==> config.mk <==
export PLATFORM = sky130hd
export DESIGN_NAME = non_restoring_div
export DESIGN_NICKNAME = d
export VERILOG_FILES = /design/src/rtl/non_restoring_div.sv
export SDC_FILE = /design/constraint.sdc
export NUM_CORES = 1
export LEC_CHECK = 0
export CAP_MARGIN = 20
export CORE_MARGIN = 5
export CORE_UTILIZATION = 62
export CTS_CLUSTER_DIAMETER = 100
export DETAILED_ROUTE_END_ITERATION = 6
export PLACE_DENSITY = 0.87
export SYNTH_ARGS = -nofsm -noshare
export SYNTH_HDL_FRONTEND = slang
export SYNTH_SLANG_ARGS = --single-unit
==> constraint.sdc <==
create_clock -name clk -period 3.5 [get_ports clk]
set_input_delay 0.7 -clock clk [delete_from_list [all_inputs] [get_ports clk]]
set_output_delay 0.7 -clock clk [all_outputs]
set_load 0.01 [all_outputs]
==> src/rtl/non_restoring_div.sv <==
// Sequential signed divider using the non-restoring algorithm.
// Computes a / b truncated toward zero; the quotient is sign-extended to
// 2*WIDTH bits so that -2^(WIDTH-1) / -1 is representable. Division by
// zero returns 0. One iteration per clock; result valid WIDTH+1 edges
// after the accepting edge and held until the next accepted start.
module non_restoring_div #(
  parameter int WIDTH = 8
) (
  input  logic                 clk,
  input  logic                 reset,
  input  logic                 start,
  input  logic [WIDTH-1:0]     a,
  input  logic [WIDTH-1:0]     b,
  output logic [2*WIDTH-1:0]   quotient,
  output logic                 done
);

  localparam int CW = (WIDTH > 1) ? $clog2(WIDTH) : 1;
  localparam logic [CW-1:0] LAST_ITER = CW'(WIDTH - 1);

  typedef enum logic [1:0] {
    IDLE = 2'd0,
    CALC = 2'd1,
    FIX  = 2'd2,
    DONE = 2'd3
  } state_t;

  state_t state_reg, state_next;

  // Operand magnitudes, result sign and divide-by-zero flag
  logic [WIDTH-1:0] mag_b_reg;
  logic             neg_reg;
  logic             dz_reg;
  // Partial remainder (one guard bit for its sign) and quotient/dividend shift register
  logic [WIDTH:0]   p_reg;
  logic [WIDTH-1:0] q_reg;
  logic [CW-1:0]    cnt_reg;

  logic             accept;
  logic [WIDTH-1:0] mag_a;
  logic [WIDTH-1:0] mag_b;
  logic [WIDTH:0]   p_shift;
  logic [WIDTH:0]   p_iter;
  logic [WIDTH-1:0] q_iter;
  logic [2*WIDTH-1:0] mag_ext;
  logic [2*WIDTH-1:0] result;

  // A new request is only taken when no division is in flight
  assign accept = start && ((state_reg == IDLE) || (state_reg == DONE));

  // Two's complement magnitudes; the most negative value maps to 2^(WIDTH-1)
  assign mag_a = a[WIDTH-1] ? (~a + 1'b1) : a;
  assign mag_b = b[WIDTH-1] ? (~b + 1'b1) : b;

  // One non-restoring step: shift {P,Q} left, then subtract or add the divisor
  // depending on the sign of P before the shift. The shifted value always fits
  // in WIDTH+1 bits because |P| stays below |b| between steps.
  always_comb begin
    p_shift = {p_reg[WIDTH-1:0], q_reg[WIDTH-1]};
    if (p_reg[WIDTH]) begin
      p_iter = p_shift + {1'b0, mag_b_reg};
    end else begin
      p_iter = p_shift - {1'b0, mag_b_reg};
    end
    q_iter = {q_reg[WIDTH-2:0], ~p_iter[WIDTH]};
  end

  // Final signed result from the unsigned quotient magnitude
  always_comb begin
    mag_ext = {{WIDTH{1'b0}}, q_reg};
    if (dz_reg) begin
      result = '0;
    end else if (neg_reg) begin
      result = ~mag_ext + 1'b1;
    end else begin
      result = mag_ext;
    end
  end

  // State register
  always_ff @(posedge clk or negedge reset) begin
    if (!reset) begin
      state_reg <= IDLE;
    end else begin
      state_reg <= state_next;
    end
  end

  // Next-state logic
  always_comb begin
    state_next = state_reg;
    case (state_reg)
      IDLE:    if (accept) state_next = CALC;
      CALC:    if (cnt_reg == LAST_ITER) state_next = FIX;
      FIX:     state_next = DONE;
      DONE:    if (accept) state_next = CALC;
      default: state_next = IDLE;
    endcase
  end

  // Datapath: operand capture, iteration, remainder correction, result write
  always_ff @(posedge clk or negedge reset) begin
    if (!reset) begin
      mag_b_reg <= '0;
      neg_reg   <= 1'b0;
      dz_reg    <= 1'b0;
      p_reg     <= '0;
      q_reg     <= '0;
      cnt_reg   <= '0;
      quotient  <= '0;
      done      <= 1'b0;
    end else begin
      if (accept) begin
        mag_b_reg <= mag_b;
        neg_reg   <= a[WIDTH-1] ^ b[WIDTH-1];
        dz_reg    <= (b == '0);
        p_reg     <= '0;
        q_reg     <= mag_a;
        cnt_reg   <= '0;
        done      <= 1'b0;
      end else if (state_reg == CALC) begin
        p_reg   <= p_iter;
        q_reg   <= q_iter;
        cnt_reg <= cnt_reg + 1'b1;
      end else if (state_reg == FIX) begin
        // Remainder correction keeps P consistent; P itself is not exported
        if (p_reg[WIDTH]) begin
          p_reg <= p_reg + {1'b0, mag_b_reg};
        end
        quotient <= result;
        done     <= 1'b1;
      end
    end
  end

endmodule

==> results of run 1 <==
[synth_stat cells (2+ instances only)]
cell      count
nand2b_1      7
nor2_1       16
a211oi_1      6
mux2i_1      11
o21bai_1      2
dfrtp_1      48
a22oi_1       3
o221ai_1      2
o211ai_1      2
clkbuf_1     10
nor3_1        7
nor4_1        2
nand2_1      34
or2_2         2
ha_1         26
nand3_1       5
inv_1        35
a21oi_1      20
a31oi_1       4
o22ai_1       8
o311ai_1      2
xor2_1       21
o41ai_1       2
a21o_1        2
nor2b_1       9
nor3b_1       4
o31ai_1       6
buf_2         5
o21ai_0      27
xnor2_1      12
fa_1          2
or3_1         2
mux2_2        3
[worst register-to-register path, cell delays in order, from the launching register on]
cell and delay (ps):
dfrtp_1 430, inv_1 100, ha_1 270, mux2_2 290
fa_1 450, nand3_1 100, nand2_1 110, a311oi_1 340
xor2_1 190, o221ai_1 130
[per-stage QoR]
| step | power (W) | hold slack, ps | std cells | area [um2] | worst slack (ps) |
|---|---|---|---|---|---|
| 6_report | 0.003775 | 233.9 | 467 | 3829 | 972.4 |
| 5_1_grt | 0.004106 | 238.6 | 467 | 3829 | 725.0 |
| 4_1_cts | 0.003765 | 517.4 | 466 | 3809 | 971.7 |
| 3_5_place_dp | 0.003282 | 496.4 | 459 | 3680 | 991.6 |
| 3_3_place_gp | 0.003162 | 490.8 | 459 | 3680 | 1053 |
| 2_1_floorplan | 0.002680 | 404.4 | 368 | 3306 | 1217 |
[cells by family (layout without fill, tap and decap cells)]
group,count (synthesis),after routing
mux,14,14
fa+ha+maj,28,28
flops,48,48
xor+xnor,33,33
buf+inv,52,81
simple gates,98,98
compound gates,95,95
[metal layers]
metal / wire length (um) / track usage, % / vias to the layer above / part of all wire, %
li1: - / - / 1341 / -
met2: 3373 / 35.13 / 88 / 47
met3: 466 / 5.842 / 15 / 6.4
met1: 3242 / 28.14 / 1296 / 45
met5: 0 / 0 / - / 0
met4: 167 / 8.767 / 0 / 2.3
[area by class of cell]
type                            count  area, um2  area share [%]
Multi-Input combinational cell    268       1892           49.41
Clock buffer                        5      68.82           1.797
Clock inverter                      2      60.06           1.569
Timing Repair Buffer               39      387.9           10.13
Tap cell                           70      87.58           2.288
Inverter                           35      131.4           3.431
Sequential cell                    48       1201           31.37
[power by group through the flow]
stage / Sequential (W) / Combinational [W] / Clock, W
3_3_place_gp: 0.00105 / 0.00211 / 0
5_1_grt: 0.00110 / 0.00251 / 0.000501
2_1_floorplan: 0.00101 / 0.00167 / 0
6_report: 0.00106 / 0.00224 / 0.000469
3_5_place_dp: 0.00106 / 0.00222 / 0
4_1_cts: 0.00106 / 0.00223 / 0.000474
[worst max-delay path by stage]
stage,end,depth (start not counted)
global placement,mag_b_reg[6],8
finish,p_reg[6],9
detailed placement,p_reg[6],9
floorplan,p_reg[6],9
global route,p_reg[6],9
CTS,p_reg[6],9
==> out/results.tsv, run 1 <==
metric	value	unit
yosys.area.top_type	dfrtp_1	
crit_path_start_kind	flop	
seqPwrFrac	28.2	%
io_buffers	35	
grt_max_degree	49	
grt_pass1_wl	12.55	mm
routed_wl	7.250	mm
finalHoldViolations	0	
fin_setup_tns	0	ps
slowest_delay	450	ps
htree_levels	2	
seq_area_frac_synth	36.34	%
numCtsBuffers	5	
slew_viol_final	0	
grt_setup_unrepaired	false	
skew	12.30	ps
end_kind	flop	
drv_cap	0	
ys.flop_type	dfrtp_1	
insertion_delay	310	ps
synth_top_family_by_area	compound AO/OA/AOI/OAI gates	
clk_pin_slew	80	ps
irDropWorstVdd	0.6514	mV
synthSimpleGateAreaFrac	15.10	%
worstMarginPinSlew	457.9	ps
post-route-drc-count	0	
cp-startpoint	mag_b_reg[1]	
largest_reg_flops	15	
avgViaCountPerCell	5.867	
die_h	83.02	um
core-area	5140	um2
layout_commonest_cell	dfrtp_1	
grt_use_total	21.91	%
die_w	83.02	um
p_comb_share	59.4	%
synth-edff-count	0	
synth_top_area_share	36.34	%
arrival	2700	ps
min_period	2528	ps
cp_num_buf_inv	1	
hpwl	5.420	mm
place.gp.congestion	0.9484	
fillers	400	
worstReg2RegEnd	p_reg[6]	
synth-async-reset-ratio	100.0	%
synth_cell_type_count	54	
utilization	74.49	%
cts_buffer_depth	2	
syn_area	3306	um2
cts_resized	0	
clockPowerShare	12.4	%
synth_compound_area_share	17.98	%
p_leak	1.729	nW
crit_type	flop to flop	
outcome	complete, no violations	
drive_gt1_share	5.290	%
critPathTopFamily	adder cells	
synth_seq_cells	48	
slew_headroom	68.99	%
area_growth	15.82	%
clockRootBuffer	clkbuf_8	
fmax	395.6	MHz
final_cell_mix	48 x dfrtp_1, 35 x inv_1, 34 x nand2_1, 34 x clkdlybuf4s50_1, 27 x o21ai_0	
grt_pass1_vias	2701	
final_nets	444	
syn-num-nets	415	
power_switching	0.001671	W
tritoncts	yes	
avgRoutedWirePerCell	15.52	um
rows	26	
critical_path.cell_chain	inv_1 > ha_1 > mux2_2 > fa_1 > nand3_1 > nand2_1 > a311oi_1 > xor2_1 > o221ai_1	
antenna_found_initial	0	
dieArea	6892	um2
crit_slowest_cell	fa_1	
antenna_cells	0	
synthMuxAreaShare	4.353	%
fin_crit_sh	72.22	%
synthTopCellsByArea	dfrtp_1 36%, ha_1 9.8%, xor2_1 5.6%, o21ai_0 4.1%, inv_1 4.0%	
setup_viol_count_final	0	
ant_nets	0	
ctsHoldBuffers	0	
cts_setup_buffers	0	
reg2reg_from	mag_b_reg[1]	
num_vias	2740	
overflow	0	
rr_worst_depth	9	
synth_xor_area_share	8.743	%
drt_first_pass_iters	5	
synth.yosys.warnings	0	
initial_core_util	64.31	%
synth-adder-area-share	11.05	%
syn_inst	368	
internal-power	0.002104	W
crit_required	3670	ps
switching_share	44.27	%
ioPinCount	36	
crit_fanout	5	
avgSynthCellArea	8.983	um2
p_per_area	985.9	nW/um2
clock_sinks	48	
initialDrtViolationCount	201	
min_path_type	input pin to asynchronous set/reset pin	
worst-r2r-setup-slack	970	ps
Power figures use the tool's default switching activity.
==> inputs of run 2 (changes only) <==
Settings changed: CORE_UTILIZATION 62 to 57, PLACE_DENSITY 0.87 to 0.8.
Clock period 3.5 ns to 2.7 ns, I/O delays scaled along.
==> out/results.tsv, run 2 (same netlist as run 1, synthesis figures left out) <==
metric	value	unit	change
place_inst	464		+1.1%
critical_path.cell_chain	inv_1 > ha_1 > mux2_2 > fa_1 > nand3_1 > nand2_1 > a311oi_2 > xor2_1 > o221ai_1		
utilization	69.14	%	-5.4 points
p_per_area	1281	nW/um2	+30%
numCtsBuffers	5		unchanged
slew_headroom	67.82	%	-1.2 points
rr_worst_depth	9		unchanged
antenna_cells	0		unchanged
slowest_delay	450	ps	about the same
dr_wl_met3	480	um	+3.0%
dieArea	7423	um2	+7.7%
place_ws	196.0	ps	-795.6 ps
min_period	2536	ps	+8.634 ps
initialDrtViolationCount	165		-18%
rows	27		+3.8%
worstMarginPinSlew	475.2	ps	+17.25 ps
grt_use_total	21.22	%	-0.69 points
io_buffers	35		unchanged
worstReg2RegEnd	p_reg[6]		
crit_fanout	5		unchanged
num_vias	2756		+0.58%
largest_reg_flops	15		unchanged
worst-r2r-setup-slack	160	ps	-810 ps
end_kind	flop		
final_nets	448		+0.90%
ant_nets	0		unchanged
antenna_found_initial	0		unchanged
setup_viol_count_final	0		unchanged
drv_cap	0		unchanged
fmax	394.3	MHz	-0.34%
avgViaCountPerCell	5.814		-0.90%
fin_setup_tns	0	ps	unchanged
routed_wl	7.364	mm	+1.6%
fin_crit_sh	93.94	%	+22 points
clock_sinks	48		unchanged
post-route-drc-count	0		unchanged
ioPinCount	36		unchanged
area_growth	16.58	%	
p_leak	1.742	nW	+0.79%
overflow	0		unchanged
insertion_delay	310	ps	about the same
ctsHoldBuffers	0		unchanged
die_h	86.16	um	+3.8%
cts_buffer_depth	2		unchanged
crit_slowest_cell	dfrtp_2		
reg2reg_from	mag_b_reg[1]		
highest_layer	met4		
crit_required	2880	ps	-790 ps
grt_pass1_vias	2729		+1.0%
grt_max_degree	28		-43%
crit_path_start_kind	flop		
htree_levels	2		unchanged
final_design_area_no_fill	3854	um2	+0.65%
irDropWorstVdd	0.7526	mV	+16%
skew	10.41	ps	-1.887 ps
drt_first_pass_iters	4		-1
die_w	86.16	um	+3.8%
grt_pass1_wl	12.63	mm	+0.65%
fin_ws	163.8	ps	-808.6 ps
slew_viol_final	0		unchanged
clk_pin_slew	90	ps	about the same
outcome	complete, no violations		
clockRootBuffer	clkbuf_8		
hpwl	5.576	mm	+2.9%
route.met2.wl	3.437	mm	+1.9%
placed_area	3705	um2	+0.68%
avgRoutedWirePerCell	15.54	um	about the same
arrival	2710	ps	about the same
core-area	5574	um2	+8.4%
layout_commonest_cell	dfrtp_1		
final_cell_mix	47 x dfrtp_1, 35 x inv_1, 34 x nand2_1, 34 x clkdlybuf4s50_1, 27 x o21ai_0		
tritoncts	yes		
initial_core_util	59.30	%	-5.0 points
finalHoldViolations	0		unchanged
crit_type	flop to flop		
place.gp.congestion	0.9433		-0.54%
drive_gt1_share	7.214	%	+1.9 points
wl_met1	3.308	mm	+2.0%
final_cells	474		+1.5%
min_path_type	input pin to asynchronous set/reset pin		
-- run 2: changes by cell type in the layout (fill, tap and decap cells not counted), sizes merged --
cell / before / now
bufinv: 2 / 1
clkinv: 0 / 1
clkbuf: 5 / 6
buf: 5 / 9
-- run 2: power by group --
part	switching [W]	internal [W]
sequential	0.000324	0.00104
combinational	0.00165	0.00137
clock	0.000250	0.000303
total	0.00222	0.00271
-- run 2: metal layers --
layer	track usage (%)	up-vias
met2	34.55	104
met4	7.050	0
li1	-	1343
met1	28.29	1292
met3	4.131	17
met5	0	-
-- run 2: final cells by class --
class,count,area [um2]
Clock inverter,2,38.79
Fill cell,454,1720
Timing Repair Buffer,43,405.4
Sequential cell,48,1202
Tap cell,72,90.09
Multi-Input combinational cell,268,1903
Clock buffer,6,82.58
Inverter,35,131.4
-- run 2: worst max path at each step --
| stage | endpoint | cells past startpoint | slack (ps) | startpoint |
|---|---|---|---|---|
| floorplan | p_reg[6] | 9 | 420 | mag_b_reg[1] |
| global placement | p_reg[6] | 9 | 310 | mag_b_reg[1] |
| detailed placement | p_reg[6] | 9 | 200 | mag_b_reg[2] |
| CTS | p_reg[6] | 9 | 100 | mag_b_reg[1] |
| global route | p_reg[5] | 9 | -3 | mag_b_reg[1] |
| finish | p_reg[6] | 9 | 160 | mag_b_reg[1] |
-- run 2: metrics by stage --
step	total power [W]	hold slack, ps
after detailed placement	0.004292	515.7
after global routing	0.005360	227.1
final	0.004937	183.1
after floorplan	0.003474	244.4
after global placement	0.004137	502.2
after CTS	0.004879	194.6
-- run 2: critical path, delay by kind of cell (launching register included) --
kind | cells | cell delay [ps]
XOR/XNOR | 1 | 190
buffers and inverters | 1 | 110
AND/OR/NAND/NOR | 2 | 210
flip-flops | 1 | 450
multiplexers | 1 | 300
adder cells (fa/ha/maj) | 2 | 680
AO/OA/AOI/OAI | 2 | 460
-- run 2: what timing repair did --
item                       in CTS  in global routing
setup endpoints to repair       0                  3
buffers inserted                0                  2
gates resized for setup         0                  3
